[src/rtl/banner_pkg.sv]
// Shared types for the text banner overlay: screen geometry, character codes,
// the 5x7 font, the message table and the animation state encoding.
// Purely declarative; no latency, no backpressure.
package banner_pkg;

   localparam int OLED_W      = 96;
   localparam int OLED_H      = 64;
   localparam int OLED_PIXELS = OLED_W * OLED_H;
   localparam int MSG_SLOTS   = 8;

   typedef enum logic [3:0] {
      CH_BLANK, CH_K, CH_O, CH_P, CH_W, CH_I, CH_N, CH_S,
      CH_F, CH_G, CH_H, CH_T, CH_1, CH_2
   } char_e;

   typedef enum logic [1:0] {ST_IDLE, ST_SLIDE, ST_HOLD, ST_SHOW} state_e;

   // Result of mapping a banner-relative coordinate onto a character cell.
   // ok = inside the banner, on a glyph column (not the gap) and non-blank.
   typedef struct packed {
      logic       ok;
      char_e      chr;
      logic [2:0] row;
      logic [2:0] gcol;
   } cell_t;

   // 7 rows of 5 bits, row 0 in the top bits; bit 4 of a row is column 0.
   function automatic logic [34:0] font_glyph(input char_e c);
      case (c)
         CH_K:    return {5'b10001, 5'b10010, 5'b10100, 5'b11000, 5'b10100, 5'b10010, 5'b10001};
         CH_O:    return {5'b01110, 5'b10001, 5'b10001, 5'b10001, 5'b10001, 5'b10001, 5'b01110};
         CH_P:    return {5'b11110, 5'b10001, 5'b10001, 5'b11110, 5'b10000, 5'b10000, 5'b10000};
         CH_W:    return {5'b10001, 5'b10001, 5'b10001, 5'b10101, 5'b10101, 5'b10101, 5'b01010};
         CH_I:    return {5'b01110, 5'b00100, 5'b00100, 5'b00100, 5'b00100, 5'b00100, 5'b01110};
         CH_N:    return {5'b10001, 5'b10001, 5'b11001, 5'b10101, 5'b10011, 5'b10001, 5'b10001};
         CH_S:    return {5'b01111, 5'b10000, 5'b10000, 5'b01110, 5'b00001, 5'b00001, 5'b11110};
         CH_F:    return {5'b11111, 5'b10000, 5'b10000, 5'b11110, 5'b10000, 5'b10000, 5'b10000};
         CH_G:    return {5'b01110, 5'b10001, 5'b10000, 5'b10111, 5'b10001, 5'b10001, 5'b01111};
         CH_H:    return {5'b10001, 5'b10001, 5'b10001, 5'b11111, 5'b10001, 5'b10001, 5'b10001};
         CH_T:    return {5'b11111, 5'b00100, 5'b00100, 5'b00100, 5'b00100, 5'b00100, 5'b00100};
         CH_1:    return {5'b00100, 5'b01100, 5'b00100, 5'b00100, 5'b00100, 5'b00100, 5'b01110};
         CH_2:    return {5'b01110, 5'b10001, 5'b00001, 5'b00010, 5'b00100, 5'b01000, 5'b11111};
         default: return 35'd0;
      endcase
   endfunction

   // Message table: 0 "KO", 1 "P1 WINS", 2 "P2 WINS", 3 "FIGHT".
   function automatic char_e msg_char(input logic [1:0] sel, input logic [2:0] idx);
      char_e m [MSG_SLOTS];
      m = '{default: CH_BLANK};
      case (sel)
         2'd0: begin
            m[0] = CH_K; m[1] = CH_O;
         end
         2'd1: begin
            m[0] = CH_P; m[1] = CH_1; m[3] = CH_W; m[4] = CH_I; m[5] = CH_N; m[6] = CH_S;
         end
         2'd2: begin
            m[0] = CH_P; m[1] = CH_2; m[3] = CH_W; m[4] = CH_I; m[5] = CH_N; m[6] = CH_S;
         end
         default: begin
            m[0] = CH_F; m[1] = CH_I; m[2] = CH_G; m[3] = CH_H; m[4] = CH_T;
         end
      endcase
      return m[idx];
   endfunction

endpackage

[src/rtl/text_banner_overlay_if.sv]
// Bundle of the banner's control, pixel-query and result signals.
// master drives ticks/requests/pixel_index; slave returns colour/hit/status.
// No flow control: every signal is sampled or updated each clock.
interface text_banner_overlay_if;
   import banner_pkg::*;

   logic        frame_tick;
   logic        start;
   logic        abort;
   logic [1:0]  text_sel;
   logic [12:0] pixel_index;
   logic [15:0] oled_colour;
   logic        pixel_hit;
   logic        busy;
   logic        done;

   modport master (
      output frame_tick, start, abort, text_sel, pixel_index,
      input  oled_colour, pixel_hit, busy, done
   );

   modport slave (
      input  frame_tick, start, abort, text_sel, pixel_index,
      output oled_colour, pixel_hit, busy, done
   );
endinterface

[src/rtl/glyph_rom_5x7.sv]
// Combinational 5x7 glyph ROM: char code + row in, 5 pixel bits out (MSB = column 0).
// Latency: 0 (pure logic). Backpressure: none.
// Ports: i_chr char code, i_row glyph row 0..6 (7 reads as blank), o_bits row pixels.
module glyph_rom_5x7
   import banner_pkg::*;
(
   input  char_e       i_chr,
   input  logic [2:0]  i_row,
   output logic [4:0]  o_bits
);
   logic [34:0] w_glyph;

   always_comb begin
      w_glyph = font_glyph(i_chr);
      o_bits  = 5'd0;
      if (i_row <= 3'd6)
         o_bits = 5'(w_glyph >> (6'd5 * (6'd6 - 6'(i_row))));
   end
endmodule

[src/rtl/text_banner_overlay.sv]
// Animated text banner (slide-in, blink, steady) overlaid on the 96x64 OLED pixel stream.
// Latency: 1 clk from pixel_index to oled_colour/pixel_hit. Backpressure: none, one pixel per clock.
// Ports: clk, rst_n (async active-low), bus.slave: frame_tick/start/abort/text_sel/pixel_index in,
// oled_colour/pixel_hit/busy/done out. Optional drop shadow with `define TEXT_BANNER_SHADOW_EN.
module text_banner_overlay
   import banner_pkg::*;
#(
   parameter int          MAX_CHARS   = 8,
   parameter int          SCALE       = 1,
   parameter logic [15:0] FG_COLOUR   = 16'hFFFF,
   parameter logic [15:0] BG_COLOUR   = 16'h0000,
   parameter int          HOME_X      = 42,
   parameter int          HOME_Y      = 3,
   parameter int          SLIDE_STEP  = 4,
   parameter int          HOLD_FRAMES = 90,
   parameter int          BLINK_HALF  = 8
)(
   input  logic                  clk,
   input  logic                  rst_n,
   text_banner_overlay_if.slave  bus
);
   localparam logic [7:0]  START_X    = 8'(OLED_W);
   localparam logic [7:0]  HOME_X_B   = 8'(HOME_X);
   localparam logic [7:0]  STEP_B     = 8'(SLIDE_STEP);
   localparam logic [7:0]  LAST_CNT   = 8'(HOLD_FRAMES - 1);
   localparam logic [7:0]  BLINK_B    = 8'(BLINK_HALF);
   localparam logic [15:0] SHADOW_COL = 16'h4208;

   state_e      r_state, w_state_nx;
   logic [7:0]  r_cur_x, w_cur_x_nx;
   logic [7:0]  r_cnt,   w_cnt_nx;
   logic [1:0]  r_sel,   w_sel_nx;
   logic        r_done,  w_done_nx;
   logic [15:0] r_colour;
   logic        r_hit;

   // ---------------- animation FSM ----------------
   always_ff @(posedge clk or negedge rst_n) begin
      if (!rst_n) begin
         r_state <= ST_IDLE;
         r_cur_x <= START_X;
         r_cnt   <= 8'd0;
         r_sel   <= 2'd0;
         r_done  <= 1'b0;
      end else begin
         r_state <= w_state_nx;
         r_cur_x <= w_cur_x_nx;
         r_cnt   <= w_cnt_nx;
         r_sel   <= w_sel_nx;
         r_done  <= w_done_nx;
      end
   end

   always_comb begin
      w_state_nx = r_state;
      w_cur_x_nx = r_cur_x;
      w_cnt_nx   = r_cnt;
      w_sel_nx   = r_sel;
      w_done_nx  = 1'b0;
      if (bus.abort) begin
         // abort outranks everything, including a simultaneous start
         w_state_nx = ST_IDLE;
         w_cur_x_nx = START_X;
      end else begin
         case (r_state)
            ST_IDLE, ST_SHOW: begin
               // a start in the same cycle as a tick swallows the tick
               if (bus.start) begin
                  w_sel_nx   = bus.text_sel;
                  w_cur_x_nx = START_X;
                  w_state_nx = ST_SLIDE;
               end
            end
            ST_SLIDE: begin
               if (bus.frame_tick) begin
                  // compare before subtracting so the step can never wrap below zero
                  if ({1'b0, r_cur_x} <= ({1'b0, HOME_X_B} + {1'b0, STEP_B})) begin
                     w_cur_x_nx = HOME_X_B;
                     w_cnt_nx   = 8'd0;
                     w_state_nx = ST_HOLD;
                  end else begin
                     w_cur_x_nx = r_cur_x - STEP_B;
                  end
               end
            end
            ST_HOLD: begin
               if (bus.frame_tick) begin
                  if (r_cnt == LAST_CNT) begin
                     w_state_nx = ST_SHOW;
                     w_done_nx  = 1'b1;
                  end else begin
                     w_cnt_nx = r_cnt + 8'd1;
                  end
               end
            end
            default: w_state_nx = ST_IDLE;
         endcase
      end
   end

   // ---------------- render path ----------------
   // Map a banner-relative coordinate to its character cell; all divisors are constants.
   function automatic cell_t locate(input logic signed [7:0] rx, input logic signed [7:0] ry,
                                    input logic [1:0] sel);
      cell_t      c;
      logic [7:0] col;
      logic [7:0] ci;
      col    = $unsigned(rx) / 8'(SCALE);
      ci     = col / 8'd6;
      c.gcol = 3'(col % 8'd6);
      c.row  = 3'($unsigned(ry) / 8'(SCALE));
      c.chr  = msg_char(sel, 3'(ci));
      c.ok   = !rx[7] && !ry[7]
            && (int'(rx) < MAX_CHARS * 6 * SCALE) && (int'(ry) < 7 * SCALE)
            && (ci < 8'(MSG_SLOTS)) && (c.gcol < 3'd5) && (c.chr != CH_BLANK);
      return c;
   endfunction

   logic [12:0]        w_x13, w_y13;
   logic signed [7:0]  w_rel_x, w_rel_y;
   logic               w_on_screen, w_visible, w_hit, w_sh_hit;
   cell_t              w_cell;
   logic [4:0]         w_rom_bits;

   // x/y come from the same index, so a glyph running past x=95 is simply
   // never addressed: clipping falls out without any wrap onto the next row.
   assign w_y13       = bus.pixel_index / 13'(OLED_W);
   assign w_x13       = bus.pixel_index - (w_y13 * 13'(OLED_W));
   assign w_rel_x     = 8'(w_x13) - r_cur_x;
   assign w_rel_y     = 8'(w_y13) - 8'(HOME_Y);
   assign w_on_screen = bus.pixel_index < 13'(OLED_PIXELS);
   assign w_visible   = (r_state != ST_IDLE)
                     && ((r_state != ST_HOLD) || (((r_cnt / BLINK_B) % 8'd2) == 8'd0));
   assign w_cell      = locate(w_rel_x, w_rel_y, r_sel);

   glyph_rom_5x7 u_rom (
      .i_chr  (w_cell.chr),
      .i_row  (w_cell.row),
      .o_bits (w_rom_bits)
   );

   assign w_hit = w_on_screen && w_visible && w_cell.ok
               && (|(w_rom_bits & (5'b10000 >> w_cell.gcol)));

`ifdef TEXT_BANNER_SHADOW_EN
   // Shadow: the pixel one up and one left would be text.
   cell_t      w_sh_cell;
   logic [4:0] w_sh_bits;

   assign w_sh_cell = locate(w_rel_x - 8'sd1, w_rel_y - 8'sd1, r_sel);

   glyph_rom_5x7 u_rom_shadow (
      .i_chr  (w_sh_cell.chr),
      .i_row  (w_sh_cell.row),
      .o_bits (w_sh_bits)
   );

   assign w_sh_hit = w_on_screen && w_visible && (w_x13 != 13'd0) && (w_y13 != 13'd0)
                  && w_sh_cell.ok && (|(w_sh_bits & (5'b10000 >> w_sh_cell.gcol)));
`else
   assign w_sh_hit = 1'b0;
`endif

   always_ff @(posedge clk or negedge rst_n) begin
      if (!rst_n) begin
         r_colour <= BG_COLOUR;
         r_hit    <= 1'b0;
      end else if (w_hit) begin
         r_colour <= FG_COLOUR;
         r_hit    <= 1'b1;
      end else if (w_sh_hit) begin
         r_colour <= SHADOW_COL;
         r_hit    <= 1'b1;
      end else begin
         r_colour <= BG_COLOUR;
         r_hit    <= 1'b0;
      end
   end

   assign bus.oled_colour = r_colour;
   assign bus.pixel_hit   = r_hit;
   assign bus.busy        = (r_state == ST_SLIDE) || (r_state == ST_HOLD);
   assign bus.done        = r_done;
endmodule

[src/flat_wrapper.sv]
// flat-port wrapper written by rule: the top's interface ports become plain ports
module text_banner_overlay_flat import banner_pkg::*;
#(
   parameter int          MAX_CHARS   = 8,
   parameter int          SCALE       = 1,
   parameter logic [15:0] FG_COLOUR   = 16'hFFFF,
   parameter logic [15:0] BG_COLOUR   = 16'h0000,
   parameter int          HOME_X      = 42,
   parameter int          HOME_Y      = 3,
   parameter int          SLIDE_STEP  = 4,
   parameter int          HOLD_FRAMES = 90,
   parameter int          BLINK_HALF  = 8
)
  (clk, rst_n, bus_frame_tick, bus_start, bus_abort, bus_text_sel, bus_pixel_index, bus_oled_colour, bus_pixel_hit, bus_busy, bus_done);
  text_banner_overlay_if bus_i ();
  input  logic clk;
  input  logic rst_n;
  input wire logic [$bits(bus_i.frame_tick)-1:0] bus_frame_tick;
  input wire logic [$bits(bus_i.start)-1:0] bus_start;
  input wire logic [$bits(bus_i.abort)-1:0] bus_abort;
  input wire logic [$bits(bus_i.text_sel)-1:0] bus_text_sel;
  input wire logic [$bits(bus_i.pixel_index)-1:0] bus_pixel_index;
  output wire logic [$bits(bus_i.oled_colour)-1:0] bus_oled_colour;
  output wire logic [$bits(bus_i.pixel_hit)-1:0] bus_pixel_hit;
  output wire logic [$bits(bus_i.busy)-1:0] bus_busy;
  output wire logic [$bits(bus_i.done)-1:0] bus_done;
  assign bus_i.frame_tick = bus_frame_tick;
  assign bus_i.start = bus_start;
  assign bus_i.abort = bus_abort;
  assign bus_i.text_sel = bus_text_sel;
  assign bus_i.pixel_index = bus_pixel_index;
  assign bus_oled_colour = bus_i.oled_colour;
  assign bus_pixel_hit = bus_i.pixel_hit;
  assign bus_busy = bus_i.busy;
  assign bus_done = bus_i.done;
  text_banner_overlay #(.MAX_CHARS(MAX_CHARS), .SCALE(SCALE), .FG_COLOUR(FG_COLOUR), .BG_COLOUR(BG_COLOUR), .HOME_X(HOME_X), .HOME_Y(HOME_Y), .SLIDE_STEP(SLIDE_STEP), .HOLD_FRAMES(HOLD_FRAMES), .BLINK_HALF(BLINK_HALF)) u_core (.clk(clk), .rst_n(rst_n), .bus(bus_i));
endmodule
[config.mk]
export PLATFORM = sky130hd
export DESIGN_NAME = text_banner_overlay_flat
export DESIGN_NICKNAME = d
export VERILOG_FILES = /design/src/rtl/banner_pkg.sv /design/src/rtl/text_banner_overlay_if.sv /design/src/rtl/glyph_rom_5x7.sv /design/src/rtl/text_banner_overlay.sv /design/src/flat_wrapper.sv
export SDC_FILE = /design/constraint.sdc
export NUM_CORES = 1
export LEC_CHECK = 0
export CAP_MARGIN = 5
export CORE_ASPECT_RATIO = 0.75
export CORE_UTILIZATION = 65
export CTS_BUF_LIST = sky130_fd_sc_hd__clkbuf_16
export DETAILED_ROUTE_END_ITERATION = 16
export PLACE_DENSITY = 0.87
export SYNTH_ARGS = -nofsm -noshare
export SYNTH_HDL_FRONTEND = slang
export SYNTH_HIERARCHICAL = 1
export SYNTH_SLANG_ARGS = --single-unit
[constraint.sdc]
create_clock -name clk -period 11.85 [get_ports clk]
set_input_delay 1.185 -clock clk [delete_from_list [all_inputs] [get_ports clk]]
set_output_delay 1.185 -clock clk [all_outputs]
set_load 0.01 [all_outputs]
# After elaboration in Yosys (flattened, before gate mapping)
# Memory sizes are Yosys's and may differ from the RTL's.
# Cells that the tools add are included.
[totals]
wordCells = 108
ff_bits = 38
inputBits = 20
output_inout_bits = 19
n_memories = 1
romBits = 528
[op_classes]
n_mul = 2
mux = 31
n_shift = 2
n_div = 3
order_cmp = 8
eq_ne = 16
n_bitwise = 3
n_reduce_logical = 29
add_sub_neg = 6
[mem_list]
columns = ["memory", "words", "word_bits", "rd", "rd_clocked_by_memory_dff", "write_ports", "line", "source"]
rows = [
  ["(name not given)", 16, 33, 1, 0, 0, "banner_pkg.sv:29", "case (c)"],
]
[ops]
columns = ["cell", "n"]
rows = [
  ["$mux 8", 8],
  ["$pmux 8 s2", 3],
  ["$shr 35x6->5", 1],
  ["$pmux 8 s3", 1],
  ["$lt 8x4->1 const B", 2],
  ["$mux 16", 1],
  ["$sub 8x8->8", 2],
  ["$div 13x7->13 const B", 1],
  ["$lt 13x13->1 const B", 1],
  ["$mul 13x2->3 const B", 1],
  ["$bmux 4 s3", 1],
  ["$mux 2", 6],
  ["$mux 4", 3],
  ["$logic_and 1x1->1", 10],
  ["$ne 3x3->1 const B", 3],
  ["$add 8x1->8 const B", 1],
  ["$div 8x3->8 const B", 1],
  ["$eq 8x7->1 const B", 1],
  ["$le 8x6->1 const B", 1],
  ["$logic_not 8->1", 1],
  ["$lt 8x7->1 const B", 1],
  ["$mod 8x3->8 const B", 1],
  ["$ne 2x2->1 const B", 4],
  ["$sub 8x2->8 const B", 1],
  ["30 further kinds", 44],
]

# Depth between registers and ports, before layout
# An unclocked memory read counts as a cell.
[logic_depth]
depth_word = 16
mapped_depth = 46
depth_no_buf = 39

# Modules after synthesis
# Netlist, hierarchy kept.
[by_module_without_submodules]
columns = ["mod", "area_per_inst_um2", "n_inst", "cells_each", "seq_area_each_um2"]
rows = [
  ["text_banner_overlay", 3629.7, 1, 483, 528.0],
  ["glyph_rom_5x7", 2332.2, 1, 349, 0.0],
]

# Least setup slack after synthesis
# OpenSTA, ideal clock, no wires.
[synth_path]
path_type = "input-to-reg"
startpoint = "in bus_pixel_index[12]"
endpoint = "reg u_core.r_colour[14] (netlist: u_core/bus.oled_colour[14])"
path_slack_ps = 2145
arrival_ps = 9565
setup_time_ps = 140
t_required_ps = 11710
stages = 42
n_path_buf = 5
path_cell_list = "buf_2 -> inv_1 -> maj3_1 -> a221oi_1 -> o21ai_1 -> xor2_1 -> nand2b_1 -> a311oi_1 -> or2_1 -> clkbuf_1 -> inv_1 -> ha_1 -> inv_1 -> fa_1 -> inv_1 -> ha_1 -> buf_6 -> nand2_1 -> (+6 left out) -> buf_6 -> or3_1 -> a21o_1 -> o211a_2 -> inv_1 -> clkbuf_1 -> inv_1 -> ha_1 -> o21bai_1 -> a2111o_1 -> a21bo_2 -> mux4_2 -> nor3_1 -> a311oi_1 -> mux2_2 -> o211a_1 -> o221ai_1 -> a41oi_2"
[synth_lines]
columns = ["item", "line", "source"]
rows = [
  ["start: declaration", "flat_wrapper.sv:22", "input wire logic [$bits(bus_i.pixel_index)-1:0] bus_pixel_index;"],
  ["end signal: assignment", "text_banner_overlay.sv:166", "r_colour <= BG_COLOUR;"],
  ["end signal: assignment", "text_banner_overlay.sv:169", "r_colour <= FG_COLOUR;"],
  ["end signal: assignment", "text_banner_overlay.sv:172", "r_colour <= SHADOW_COL;"],
  ["end: declaration", "text_banner_overlay.sv:34", "logic [15:0] r_colour;"],
]

==> impl_metrics.py <==
metrics = {
    "routing": {
        "ant_nets": 0,
        "drc_errors": 0,
        "viasPerCell": 7.414,
        "drtIter0Drc": 1353,
        "first_pass_iters": 8,
        "drt-total-wl_mm": 18.46,
        "post_drt_wl_per_cell_um": 20.15,
        "routed-via-count": 6791,
    },
    "logic_synthesis": {
        "synthArstFlopShare": 1.000,
        "syn_area_per_cell_um2": 7.166,
        "synth_seq_cells": 21,
        "synth_cells": 832,
        "yosysWarnings": 6,
        "yosysSeqAreaShare": 0.08856,
        "ys_types": 103,
        "synth-edff-count": 0,
        "syn_area_mm2": 0.005962,
        "synth_ff_type": "dfrtp_1",
    },
    "final_layout": {
        "final_common_cell": "nand2_1",
        "nNetsFinal": 870,
        "final_cell_mix": "72 x nand2_1, 70 x nor2_1, 60 x o21ai_0, 58 x a21oi_1, 43 x inv_1",
        "syn_to_final_growth_pct": 4.743,
        "stdcell_area_mm2": 0.006245,
        "antenna_cells": 0,
        "drive_gt1_frac": 0.09406,
    },
    "die": {
        "core_mm2": 0.008672,
        "dieArea_mm2": 0.009563,
        "rows": 29,
        "io_pins": 39,
        "die_h_um": 84.94,
        "initial_utilization": 0.6875,
        "die_w_um": 112.6,
    },
    "sta": {
        "hold_violations": 0,
        "slew_headroom": 0.1311,
        "fin_tns_setup_ns": 0,
        "fmax_ghz": 0.08999,
        "fin_crit_sh": 0.9377,
        "worst_slew_pin_slew_ns": 1.294,
        "rsz0062_at_grt": "false",
        "skew_ns": 0.002331,
        "finalSetupViolCount": 0,
        "min_period_ns": 11.11,
        "drv_slew": 0,
    },
    "hold_path": {
        "hp-class": "register to register",
        "min_from": "u_core/r_cnt[4]$_DFFE_PN0P_",
    },
    "placement": {
        "gp_congestion": 1.105,
        "numPortBuffers": 38,
        "dpl-instance-area_mm2": 0.006118,
        "hpwl_mm": 13.66,
    },
    "clocking": {
        "hold_buffers": 0,
        "cts_max_level": 1,
        "cts_tree": "yes",
        "clock_path_buffers": 2,
        "clk_latency_ns": 0.26,
        "clkSlewWorstSetupHoldPaths_ns": 0.06,
        "root_buffer": "clkbuf_16",
        "cts_num_sinks": 21,
        "cts-buffers-inserted": 3,
    },
    "global_routing": {
        "met3_usage": 0.1486,
        "grt_pass1_vias": 6007,
        "use_met2": 0.5578,
        "antenna_found_initial": 0,
        "grt_max_degree": 61,
        "grt_remaining_overflow": 0,
        "grt_use_met1": 0.5334,
        "gr-max-usage-layer": "met2",
        "grt_usage": 0.3812,
        "grt_first_pass_wirelength_mm": 29.93,
    },
    "critical_path": {
        "cp_max_fo": 13,
        "cp.required_ns": 11.97,
        "slowest_stage": "clkdlybuf4s50_1",
        "critPathBufInv": 7,
        "path_class": "input port to register",
        "crit_top_cell": "inv_1",
        "startpoint": "bus_pixel_index[12]",
        "critPathMaxStageDelay_ns": 0.60,
        "arrival_ns": 11.23,
        "startpoint_type": "input port",
        "rrSetupSlack_ns": 3.87,
        "path_delay_family": "compound AO/OA/AOI/OAI gates",
        "rr_startpoint": "u_core/r_cur_x[4]$_DFFE_PN0P_",
        "endpoint_kind": "register",
    },
    "outcome": {
        "status": "finished, final reports clean",
    },
    "job": {
        "maxCapViolations": 0,
    },
}
-- registers in the layout (all words and copies together), names as in the netlist --
register and count:
u_core/bus.done 1, u_core/bus.oled_colour 1, u_core/r_cnt 8, u_core/r_cur_x 7, u_core/r_sel 2, u_core/r_state 2
-- cell type report --
cell class                 count  area (µm²)
inverter                      46       176.4
fill                         666        2427
sequential                    21       528.0
tap                          108       135.1
clock buffer                   3       75.07
clock inverter                 1       7.507
timing repair buffer          49       462.9
multi-input combinational    688        4860
-- Yosys cell counts, types with 7 or more instances --
library cell | n | area share
nand2_1 | 72 | 0.045
nor2_1 | 70 | 0.044
o21ai_0 | 60 | 0.050
a21oi_1 | 58 | 0.049
inv_1 | 45 | 0.028
ha_1 | 37 | 0.078
nor3_1 | 33 | 0.028
clkbuf_1 | 27 | 0.017
buf_2 | 21 | 0.018
nand3_1 | 21 | 0.018
buf_4 | 20 | 0.025
a211oi_1 | 19 | 0.024
dfrtp_1 | 19 | 0.080
nand2b_1 | 19 | 0.020
o211ai_1 | 19 | 0.024
mux2i_1 | 17 | 0.029
mux2_2 | 13 | 0.025
nor2b_1 | 13 | 0.014
o22ai_1 | 13 | 0.014
a211o_1 | 11 | 0.016
nor3b_1 | 10 | 0.013
o31ai_1 | 9 | 0.011
and2_1 | 8 | 0.0084
or3_1 | 8 | 0.0084
xnor2_1 | 8 | 0.012
nand4_1 | 7 | 0.0073
xor2_1 | 7 | 0.010
-- through the flow --
stage               worst slack [ns]  utilization  hold WS (ns)  instances
floorplan                      2.145            -        0.4665        833
global placement              0.6076       0.7055        0.4920        909
detailed placement            0.2336       0.7055        0.5111        909
CTS                           0.4624       0.7150        0.5225        913
global route                 0.05153       0.7201        0.5456        916
finish                        0.7382       0.7201        0.5345        916
-- path summary, 6_finish.rpt --
kind                                                        end  cells past startpoint
min                                 u_core/r_cnt[4]$_DFFE_PN0P_                      1
max                        u_core/bus.oled_colour[14]$_DFF_PN0_                     40
max in group asynchronous           u_core/r_cnt[1]$_DFFE_PN0P_                      1
min reg2reg                         u_core/r_cnt[4]$_DFFE_PN0P_                      1
min in group asynchronous         u_core/r_cur_x[1]$_DFFE_PN0P_                      1
max reg2reg                u_core/bus.oled_colour[14]$_DFF_PN0_                     28
-- per-layer routing --
metal  vias up  part of all wire
met3        98              0.15
met4         2             0.027
met1      3088              0.42
li1       3053                 -
met2       550              0.41
met5         -            0.0016
-- cell families after synthesis --
family	share of synthesized area
DFF	0.08856
muxes	0.08269
buffers and inverters	0.1058
AOI/OAI and AO/OA	0.3423
other	0.0006290
adders and majority gates	0.09276
xor gates and xnor gates	0.03337
and+or+nand+nor	0.2539
-- timing repair --
item	CTS	global route
buffers inserted	0	2
setup endpoints to repair	0	1
gates resized for setup	0	6
Power is not shown: default switching activity piles up to over one toggle a cycle in this logic, so the estimate is an artifact.
